**config.mk**
```make
export PLATFORM = sky130hd
export DESIGN_NAME = atm_session_ctrl
export DESIGN_NICKNAME = d
export VERILOG_FILES = /design/src/rtl/atm_session_ctrl.sv
export SDC_FILE = /design/constraint.sdc
export NUM_CORES = 2
export LEC_CHECK = 0
export CAP_MARGIN = 20
export CORE_UTILIZATION = 50
export CTS_CLUSTER_SIZE = 24
export DETAILED_ROUTE_END_ITERATION = 10
export PLACE_DENSITY_LB_ADDON = 0.12
export SYNTH_ARGS = -nofsm -noshare
export SYNTH_HDL_FRONTEND = slang
export SYNTH_SLANG_ARGS = --single-unit
```
**constraint.sdc**
```tcl
create_clock -name clk -period 6.8 [get_ports clk]
set_input_delay 1.7 -clock clk [delete_from_list [all_inputs] [get_ports clk]]
set_output_delay 1.7 -clock clk [all_outputs]
set_load 0.01 [all_outputs]
```
**src/rtl/atm_session_ctrl.sv**
```systemverilog
// atm_session_ctrl: multi-account ATM session FSM with PIN retry lockout,
// per-session withdrawal cap and MENU inactivity timeout.
// Ports: clk, rst (async active-low); front end: start, acc_num, pin,
//   pin_valid, op, op_valid, amount, new_pin; results: balance, done,
//   success, err_code, busy, txn_count.
// Optional: define ATM_AUDIT_EN for the txn_count counter and err hold.
module atm_session_ctrl #(
    parameter int NUM_ACC     = 16,
    parameter int BAL_W       = 32,
    parameter int PIN_W       = 16,
    parameter int MAX_TRIES   = 3,
    parameter int TIMEOUT_CYC = 1024,
    parameter int WD_LIMIT    = 5000,
    localparam int AW = (NUM_ACC > 1) ? $clog2(NUM_ACC) : 1
) (
    input  logic             clk,
    input  logic             rst,
    input  logic             start,
    input  logic [AW-1:0]    acc_num,
    input  logic [PIN_W-1:0] pin,
    input  logic             pin_valid,
    input  logic [2:0]       op,
    input  logic             op_valid,
    input  logic [BAL_W-1:0] amount,
    input  logic [PIN_W-1:0] new_pin,
    output logic [BAL_W-1:0] balance,
    output logic             done,
    output logic             success,
    output logic [2:0]       err_code,
    output logic             busy,
    output logic [15:0]      txn_count
);

    localparam int TW  = $clog2(MAX_TRIES + 1);
    localparam int TMW = $clog2(TIMEOUT_CYC + 1);

    localparam logic [2:0] OP_BAL  = 3'd1;
    localparam logic [2:0] OP_WD   = 3'd2;
    localparam logic [2:0] OP_DEP  = 3'd3;
    localparam logic [2:0] OP_CPIN = 3'd4;
    localparam logic [2:0] OP_EXIT = 3'd5;

    localparam logic [2:0] E_OK      = 3'd0;
    localparam logic [2:0] E_BAD_ACC = 3'd1;
    localparam logic [2:0] E_BAD_PIN = 3'd2;
    localparam logic [2:0] E_LOCKED  = 3'd3;
    localparam logic [2:0] E_FUNDS   = 3'd4;
    localparam logic [2:0] E_LIMIT   = 3'd5;
    localparam logic [2:0] E_OVF     = 3'd6;
    localparam logic [2:0] E_TIMEOUT = 3'd7;

    typedef enum logic [2:0] {
        S_IDLE, S_AUTH, S_MENU, S_EXEC, S_REPORT
    } state_t;

    state_t state, state_n;

    logic [BAL_W-1:0] bal    [NUM_ACC];
    logic [PIN_W-1:0] pin_db [NUM_ACC];
    logic [NUM_ACC-1:0] lock;

    logic [AW-1:0]    idx;
    logic [TW-1:0]    tries;
    logic [TMW-1:0]   timer;
    logic [BAL_W-1:0] session_wd;
    logic [2:0]       op_q;
    logic [BAL_W-1:0] amt_q;
    logic [PIN_W-1:0] npin_q;

    logic [BAL_W-1:0] cur_bal;
    logic [PIN_W-1:0] cur_pin;
    logic [BAL_W:0]   wd_sum;
    logic [BAL_W:0]   dep_sum;
    logic             acc_bad;

    logic             done_n, succ_n;
    logic [2:0]       err_n;
    logic             bal_we, pin_we, lock_set, sess_ld;
    logic             tries_inc, tries_clr, op_ld, wd_add;
    logic [BAL_W-1:0] bal_new;

    assign cur_bal = bal[idx];
    assign cur_pin = pin_db[idx];
    assign wd_sum  = {1'b0, session_wd} + {1'b0, amt_q};
    assign dep_sum = {1'b0, cur_bal} + {1'b0, amt_q};
    assign acc_bad = {1'b0, acc_num} >= (AW + 1)'(NUM_ACC);
    assign busy    = (state != S_IDLE);

    always_ff @(posedge clk or negedge rst) begin
        if (!rst) state <= S_IDLE;
        else      state <= state_n;
    end

    always_comb begin
        state_n   = state;
        done_n    = 1'b0;
        succ_n    = 1'b0;
        err_n     = E_OK;
        bal_we    = 1'b0;
        bal_new   = cur_bal;
        pin_we    = 1'b0;
        lock_set  = 1'b0;
        sess_ld   = 1'b0;
        tries_inc = 1'b0;
        tries_clr = 1'b0;
        op_ld     = 1'b0;
        wd_add    = 1'b0;
        unique case (state)
            S_IDLE: if (start) begin
                if (acc_bad) begin
                    done_n = 1'b1;
                    err_n  = E_BAD_ACC;
                end else if (lock[acc_num]) begin
                    done_n = 1'b1;
                    err_n  = E_LOCKED;
                end else begin
                    sess_ld = 1'b1;
                    state_n = S_AUTH;
                end
            end
            S_AUTH: if (pin_valid) begin
                done_n = 1'b1;
                if (pin == cur_pin) begin
                    succ_n    = 1'b1;
                    tries_clr = 1'b1;
                    state_n   = S_MENU;
                end else if (tries == TW'(MAX_TRIES - 1)) begin
                    lock_set  = 1'b1;
                    tries_clr = 1'b1;
                    err_n     = E_LOCKED;
                    state_n   = S_IDLE;
                end else begin
                    tries_inc = 1'b1;
                    err_n     = E_BAD_PIN;
                end
            end
            S_MENU: begin
                // op_valid takes priority over an expiring timer
                if (op_valid) begin
                    if (op != 3'd0 && op <= OP_EXIT) begin
                        op_ld   = 1'b1;
                        state_n = S_EXEC;
                    end else begin
                        done_n = 1'b1;
                        err_n  = E_BAD_ACC;
                    end
                end else if (timer == TMW'(TIMEOUT_CYC - 1)) begin
                    done_n  = 1'b1;
                    err_n   = E_TIMEOUT;
                    state_n = S_IDLE;
                end
            end
            S_EXEC: begin
                done_n  = 1'b1;
                state_n = S_REPORT;
                unique case (op_q)
                    OP_WD: begin
                        if (amt_q == '0 || amt_q > cur_bal) begin
                            err_n = E_FUNDS;
                        end else if (wd_sum > (BAL_W + 1)'(WD_LIMIT)) begin
                            err_n = E_LIMIT;
                        end else begin
                            succ_n  = 1'b1;
                            bal_we  = 1'b1;
                            bal_new = cur_bal - amt_q;
                            wd_add  = 1'b1;
                        end
                    end
                    OP_DEP: begin
                        if (dep_sum[BAL_W] || amt_q == '0) begin
                            err_n = E_OVF;
                        end else begin
                            succ_n  = 1'b1;
                            bal_we  = 1'b1;
                            bal_new = dep_sum[BAL_W-1:0];
                        end
                    end
                    OP_CPIN: begin
                        if (npin_q == cur_pin) begin
                            err_n = E_BAD_PIN;
                        end else begin
                            succ_n = 1'b1;
                            pin_we = 1'b1;
                        end
                    end
                    OP_BAL: succ_n = 1'b1;
                    OP_EXIT: begin
                        succ_n  = 1'b1;
                        state_n = S_IDLE;
                    end
                    default: err_n = E_BAD_ACC;
                endcase
            end
            S_REPORT: state_n = S_MENU;
            default:  state_n = S_IDLE;
        endcase
    end

    always_ff @(posedge clk or negedge rst) begin
        if (!rst) begin
            for (int i = 0; i < NUM_ACC; i++) begin
                bal[i]    <= BAL_W'((i + 1) * 1000);
                pin_db[i] <= PIN_W'(1000 + i);
            end
            lock       <= '0;
            idx        <= '0;
            tries      <= '0;
            timer      <= '0;
            session_wd <= '0;
            op_q       <= '0;
            amt_q      <= '0;
            npin_q     <= '0;
            balance    <= '0;
            done       <= 1'b0;
            success    <= 1'b0;
            err_code   <= E_OK;
        end else begin
            if (sess_ld) begin
                idx        <= acc_num;
                tries      <= '0;
                session_wd <= '0;
            end
            if (tries_clr) tries <= '0;
            if (tries_inc) tries <= tries + 1'b1;
            if (lock_set)  lock[idx] <= 1'b1;
            if (op_ld) begin
                op_q   <= op;
                amt_q  <= amount;
                npin_q <= new_pin;
            end
            if (bal_we) bal[idx]    <= bal_new;
            if (pin_we) pin_db[idx] <= npin_q;
            if (wd_add) session_wd  <= wd_sum[BAL_W-1:0];
            if (state == S_EXEC) balance <= bal_new;
            timer <= (state == S_MENU && state_n == S_MENU && !op_valid)
                     ? timer + 1'b1 : '0;
            done    <= done_n;
            success <= succ_n;
`ifdef ATM_AUDIT_EN
            // a failed result stays visible one cycle past its done pulse
            err_code <= (!done_n && done && !success) ? err_code : err_n;
`else
            err_code <= err_n;
`endif
        end
    end

`ifdef ATM_AUDIT_EN
    logic [15:0] txn_q;

    always_ff @(posedge clk or negedge rst) begin
        if (!rst) begin
            txn_q <= '0;
        end else if (done_n && succ_n && txn_q != 16'hFFFF) begin
            txn_q <= txn_q + 16'd1;
        end
    end

    assign txn_count = txn_q;
`else
    assign txn_count = 16'd0;
`endif

endmodule

```
# == Word level (Yosys, flattened, before mapping) ==
# Index checks and enable logic that the tools add are counted.
# word_totals
in_bits,76
output_inout_bits,54
word_cells,178
register_bits,924
# classes
n_eq_ne,14
n_addsub,5
magnitude_cmp,8
reduce_logical,15
bitwise_logic,2
n_mux,89
# ops
op,n
512-bit bitwise mux,1
32-bit two-way mux,9
256-bit bitwise mux,1
32-bit binary-select mux with 4-bit select,1
32-bit demux with 4-bit select,1
32-bit by 32-bit adder with 33-bit output,2
16-bit binary-select mux with 4-bit select,1
16-bit demux with 4-bit select,1
32-bit case mux with 2 select lines,1
16-bit two-way mux,3
3-bit two-way mux,14
1-bit two-way mux,38
33-bit by 13-bit > comparator with 1-bit output (second input constant),1
16-bit equality test,2
32-bit > comparator,1
32-bit logical NOT,1
32-bit subtractor,1
3-bit case mux with 4 select lines,2
2-bit two-way mux,8
16-bit bitwise OR,1
3-bit by 2-bit equality test with 1-bit output (second input constant),5
3-bit case mux with 5 select lines,1
11-bit by 1-bit adder with 11-bit output (second input constant),1
11-bit by 10-bit equality test with 1-bit output (second input constant),1
other kinds (22),35

# == Depth between registers and ports, before layout ==
# depth
word_depth,12
mapped_depth,27
ltp_nobuf,17

# == Least setup slack after synthesis ==
# No wires, ideal clock.
# synth_timing
path_type,register to register
startpoint,reg idx[0]
endpoint,reg bal[131] (netlist bit)
required_time_ns,6.663
setup_ns,0.137
synth_period_minus_slack_ns,7.557
n_path_buf,10
stages_incl_launch_ff,25
path_slack_ns,-0.757
arrival_ns,7.420
cell_sequence,dfrtp_1 clkbuf_1 buf_1 buf_2 clkbuf_1 clkbuf_1 buf_1 mux4_2 mux4_2 ha_1 clkbuf_1 or4_1 nor4b_1 o211a_1 nor4_1 nor4_1 o41ai_1 o31a_1 nand2_1 clkbuf_1 clkbuf_1 o21ai_0 o22ai_1 clkbuf_1 a21oi_1
# synth_between
elab_chain_cells,10
elab_cells_between_ends,24
cone_classes,add/sub (2); order compare (3); mux (15); bitwise (1); reduce/logical (3)
# synth_lines
item,line_no,rtl
"start, declared",62,logic [AW-1:0] idx;
"start signal, assigned",219,idx <= acc_num;
4-bit NOT with 5-bit output (not written as such) (*),"82, 231",
32-bit binary-select mux with 4-bit select,82,assign cur_bal = bal[idx];
32-bit two-way mux (not written as such) (2 in series),82,
"32-bit subtractor, or another cell as far along",165,bal_new = cur_bal - amt_q;
"32-bit two-way mux, or another cell as far along",160,end else if (wd_sum > (BAL_W + 1)'(WD_LIMIT)) begin
"32-bit two-way mux, on equally long branches","158, 170",
32-bit case mux with 2 select lines,156,unique case (op_q)
32-bit two-way mux,108,unique case (state)
512-bit bitwise mux,231,if (bal_we) bal[idx] <= bal_new;
"end signal, assigned by index",202,bal[i] <= BAL_W'((i + 1) * 1000);
"end signal, assigned by index",231,
"end, declared",58,logic [BAL_W-1:0] bal [NUM_ACC];
# Every way passes the cells marked *; elsewhere a longest branch is shown, timed or not. The select of a mux whose other input is x is not followed.
# A chain may end at the register's enable or synchronous reset.

# == Worst setup path after layout ==
# layout_timing
startpoint,reg idx[0]
endpoint,reg bal[33] (netlist bit)
# Same word-level chain as after synthesis.

==> impl_metrics.yaml <==
logic_synthesis:
  syn_area_um2: 46770
  synth_flop_cell: "dfrtp_1"
  synthArstFlopShare: 1.000
  synth_seq_cells: 924
  synthCells: 4152
  synth_seq_area_share: 0.5003
  syn_avg_cell_area_um2: 11.27
  ys_warn_count: 0
  ys_types: 83
  synth_edf_count: 0
placed_design:
  placed_cells: 5344
  dpl.hpwl_um: 90220
  place_congestion: 0.9895
  port_buffers: 113
worst_setup_path:
  cp-start-kind: "flop"
  cp.arrival_ns: 7.07
  r2r_setup_slack_ns: 0.30
  crit_type: "reg2reg"
  cp-end-kind: "flop"
  r2r-start: "idx[0]"
  worstPathRequired_ns: 7.37
  cp_max_fo: 27
  worst_r2r_path_depth: 17
  reg2reg_to: "bal[33]"
global_route:
  overflow: 0
  grt_max_degree: 174
  grt_pass1_wl_um: 210900
  antenna_found_initial: 1
  grt_pass1_vias: 33711
  grt_usage: 0.2921
routing:
  ant_nets: 0
  wl_per_cell_um: 24.45
  dr_total_vias: 33460
  routed_wl_um: 135400
  dr.pass1.iters: 5
  drc: 0
  vias_per_cell: 6.042
  drt_iter0_drc: 2820
sta:
  hold_violations: 0
  period_share: 0.9557
  fin_skew_ns: 0.05946
  finalSetupTns_ns: 0
  setup_viol: 0
  grt_setup_unrepaired: "no"
  worst_pin_slew_ns: 1.105
  relSlewSlack: 0.2609
  clock.fmax_mhz: 153.9
  final_max_slew_viol_count: 0
  whs_ns: 0.4490
  period_needed_ns: 6.498
worst_hold_path:
  hold_class: "reg2reg"
  holdPathEnd: "lock[13]"
  min-delay-start: "lock[13]"
  whs_path_depth: 1
run_status:
  status: "complete, no violations"
floorplanning:
  die_h_um: 307.9
  start_util: 0.5072
  coreArea_um2: 92220
  num_rows: 111
  die_w_um: 307.9
  die_area_um2: 94770
  io-pin-count: 130
clocking:
  clk_pin_slew_ns: 0.06
  post-cts-setup-buffers: 0
  clockBufferDepth: 3
  cts_buffers: 101
  h-tree-depth: 3
  cts_tree: "done"
  clock-sinks: 924
  clock_latency_ns: 0.71
  cts-root-buf: "clkbuf_16"
finish:
  area_delta_synth_final_pct: 14.62
  stdcell_count: 5538
  nets: 4382
  nFillCells: 7734
  drive_above_1_share: 0.2765
power_and_ir_drop:
  pwr_density_cell_nw_per_um2: 257.5
  p_leak_nw: 23.23
  vdd_drop_max_mv: 0.2178
job:
  max_cap_viol_count: 0
flip-flops by register name (all words and copies together), names as in the netlist:
| register | count |
|---|---|
| state | 3 |
| op_q | 3 |
| bal | 512 |
| success | 1 |
| lock | 16 |
| done | 1 |
| balance | 32 |
| err_code | 3 |
| timer | 11 |
| idx | 4 |
| session_wd | 32 |
| tries | 2 |
| amt_q | 32 |
| pin_db | 256 |
| npin_q | 16 |
timing repair:
item,CTS,global route
setup endpoints to repair,0,1
resized for setup,0,0
hold buffers,0,0
through the flow:
step	util	setup WS, ns	power, mW	instance area [um2]
2_1_floorplan	-	0.02786	7.314	46860
3_3_place_gp	0.5433	0.4839	8.231	50100
3_5_place_dp	0.5433	0.4101	8.234	50100
4_1_cts	0.5810	0.3784	13.92	53580
5_1_grt	0.5813	0.02115	14.29	53610
6_report	0.5814	0.3016	13.80	53610
synth_stat cells (61+ instances only):
| library cell | number | area [um2] |
|---|---|---|
| a21oi_1 | 211 | 1056 |
| inv_1 | 80 | 300.3 |
| dfstp_2 | 221 | 5807 |
| mux2_2 | 313 | 3525 |
| ha_1 | 98 | 1226 |
| dfrtp_1 | 703 | 17590 |
| nand2_1 | 558 | 2095 |
| mux4_2 | 245 | 5518 |
| o21ai_0 | 524 | 2623 |
| a21o_1 | 61 | 457.9 |
| clkbuf_1 | 271 | 1017 |
| nor2_1 | 158 | 593.1 |
| nor3_1 | 67 | 335.3 |
layer usage:
| metal | part of all wire | vias to the layer above | GRT usage |
|---|---|---|---|
| met5 | 0 | - | 0 |
| met4 | 0.028 | 0 | 0.08226 |
| met3 | 0.053 | 205 | 0.04398 |
| met2 | 0.47 | 944 | 0.4590 |
| met1 | 0.45 | 17166 | 0.4228 |
| li1 | - | 15145 | - |
area by class of cell:
type / instances / area, um2 / share of cell area
sequential: 924 / 23410 / 0.4367
multi-input combinational: 2816 / 21970 / 0.4099
clock buffer: 158 / 3022 / 0.05636
timing repair buffer: 282 / 2888 / 0.05386
tap: 1243 / 1555 / 0.02901
clock inverter: 33 / 455.4 / 0.008495
inverter: 80 / 300.3 / 0.005601
antenna: 2 / 5.005 / 0.00009335
placed cells by master, fill, tap and decap left out, types with 14 or more instances in the layout:
master,netlist,layout
conb_1,1,16
a211oi_1,16,16
a31oi_1,29,29
nand3_1,49,49
nand4_1,23,23
o21ai_0,524,524
a21o_1,61,61
buf_12,0,37
clkbuf_16,0,101
clkbuf_8,0,28
xnor2_1,54,54
nand2_1,558,558
ha_1,98,98
nor3_1,67,63
nor4_1,24,22
nor2_1,158,146
nand2b_1,19,19
clkinv_2,0,14
inv_1,80,80
a21oi_1,211,210
clkdlybuf4s50_1,0,112
mux4_2,245,245
and3_1,38,37
buf_4,21,131
o21ai_1,14,14
mux2_2,313,313
dfrtp_1,703,699
dfstp_2,221,221
clkbuf_1,271,29
o21bai_1,15,15
o211ai_1,28,28
a22o_1,19,19
where the power goes:
| part | leakage, nW | total [mW] | switching (mW) | internal [mW] |
|---|---|---|---|---|
| Sequential | 12.0 | 5.84 | 0.256 | 5.59 |
| Clock | 1.70 | 5.67 | 2.36 | 3.31 |
| Combinational | 9.49 | 2.29 | 1.32 | 0.971 |
worst max path at each step:
stage               startpoint        to  slack (ns)  cells past startpoint
floorplan               idx[1]  bal[125]        0.03                     24
global placement        idx[0]  bal[417]        0.48                     17
detailed placement      idx[0]  bal[449]        0.41                     16
CTS                     idx[0]   bal[33]        0.38                     16
global route            idx[0]   bal[33]        0.02                     16
finish                  idx[0]   bal[33]        0.30                     17
logic make-up (layout without fill, tap and decap cells):
kind of cell             Yosys count  count (layout)  share of synthesized area
AO/OA/AOI/OAI                   1053            1053                     0.1328
AND/OR/NAND/NOR                 1017            1017                    0.09609
flip-flops                       924             924                     0.5003
multiplexers                     562             562                     0.1942
buffers and inverters            427             553                    0.03651
adder cells (fa/ha/maj)          101             101                    0.02750
XOR/XNOR                          67              67                    0.01255
other                              1              18                 0.00008017
worst max-delay path: stages (launching register included):
cell       delay (ns)
dfrtp_4          0.45
buf_12           0.25
buf_4            0.34
mux4_2           0.54
mux4_2           0.54
ha_1             0.44
inv_1            0.19
o31ai_1          0.33
a211oi_1         0.13
or4_1            0.42
o211ai_1         0.32
nand4_1          0.19
a2111oi_4        0.36
and3_2           0.39
o21ai_4          0.17
a222oi_1         0.77
buf_4            0.36
o21ai_0          0.13
Power figures use the tool's default switching activity.
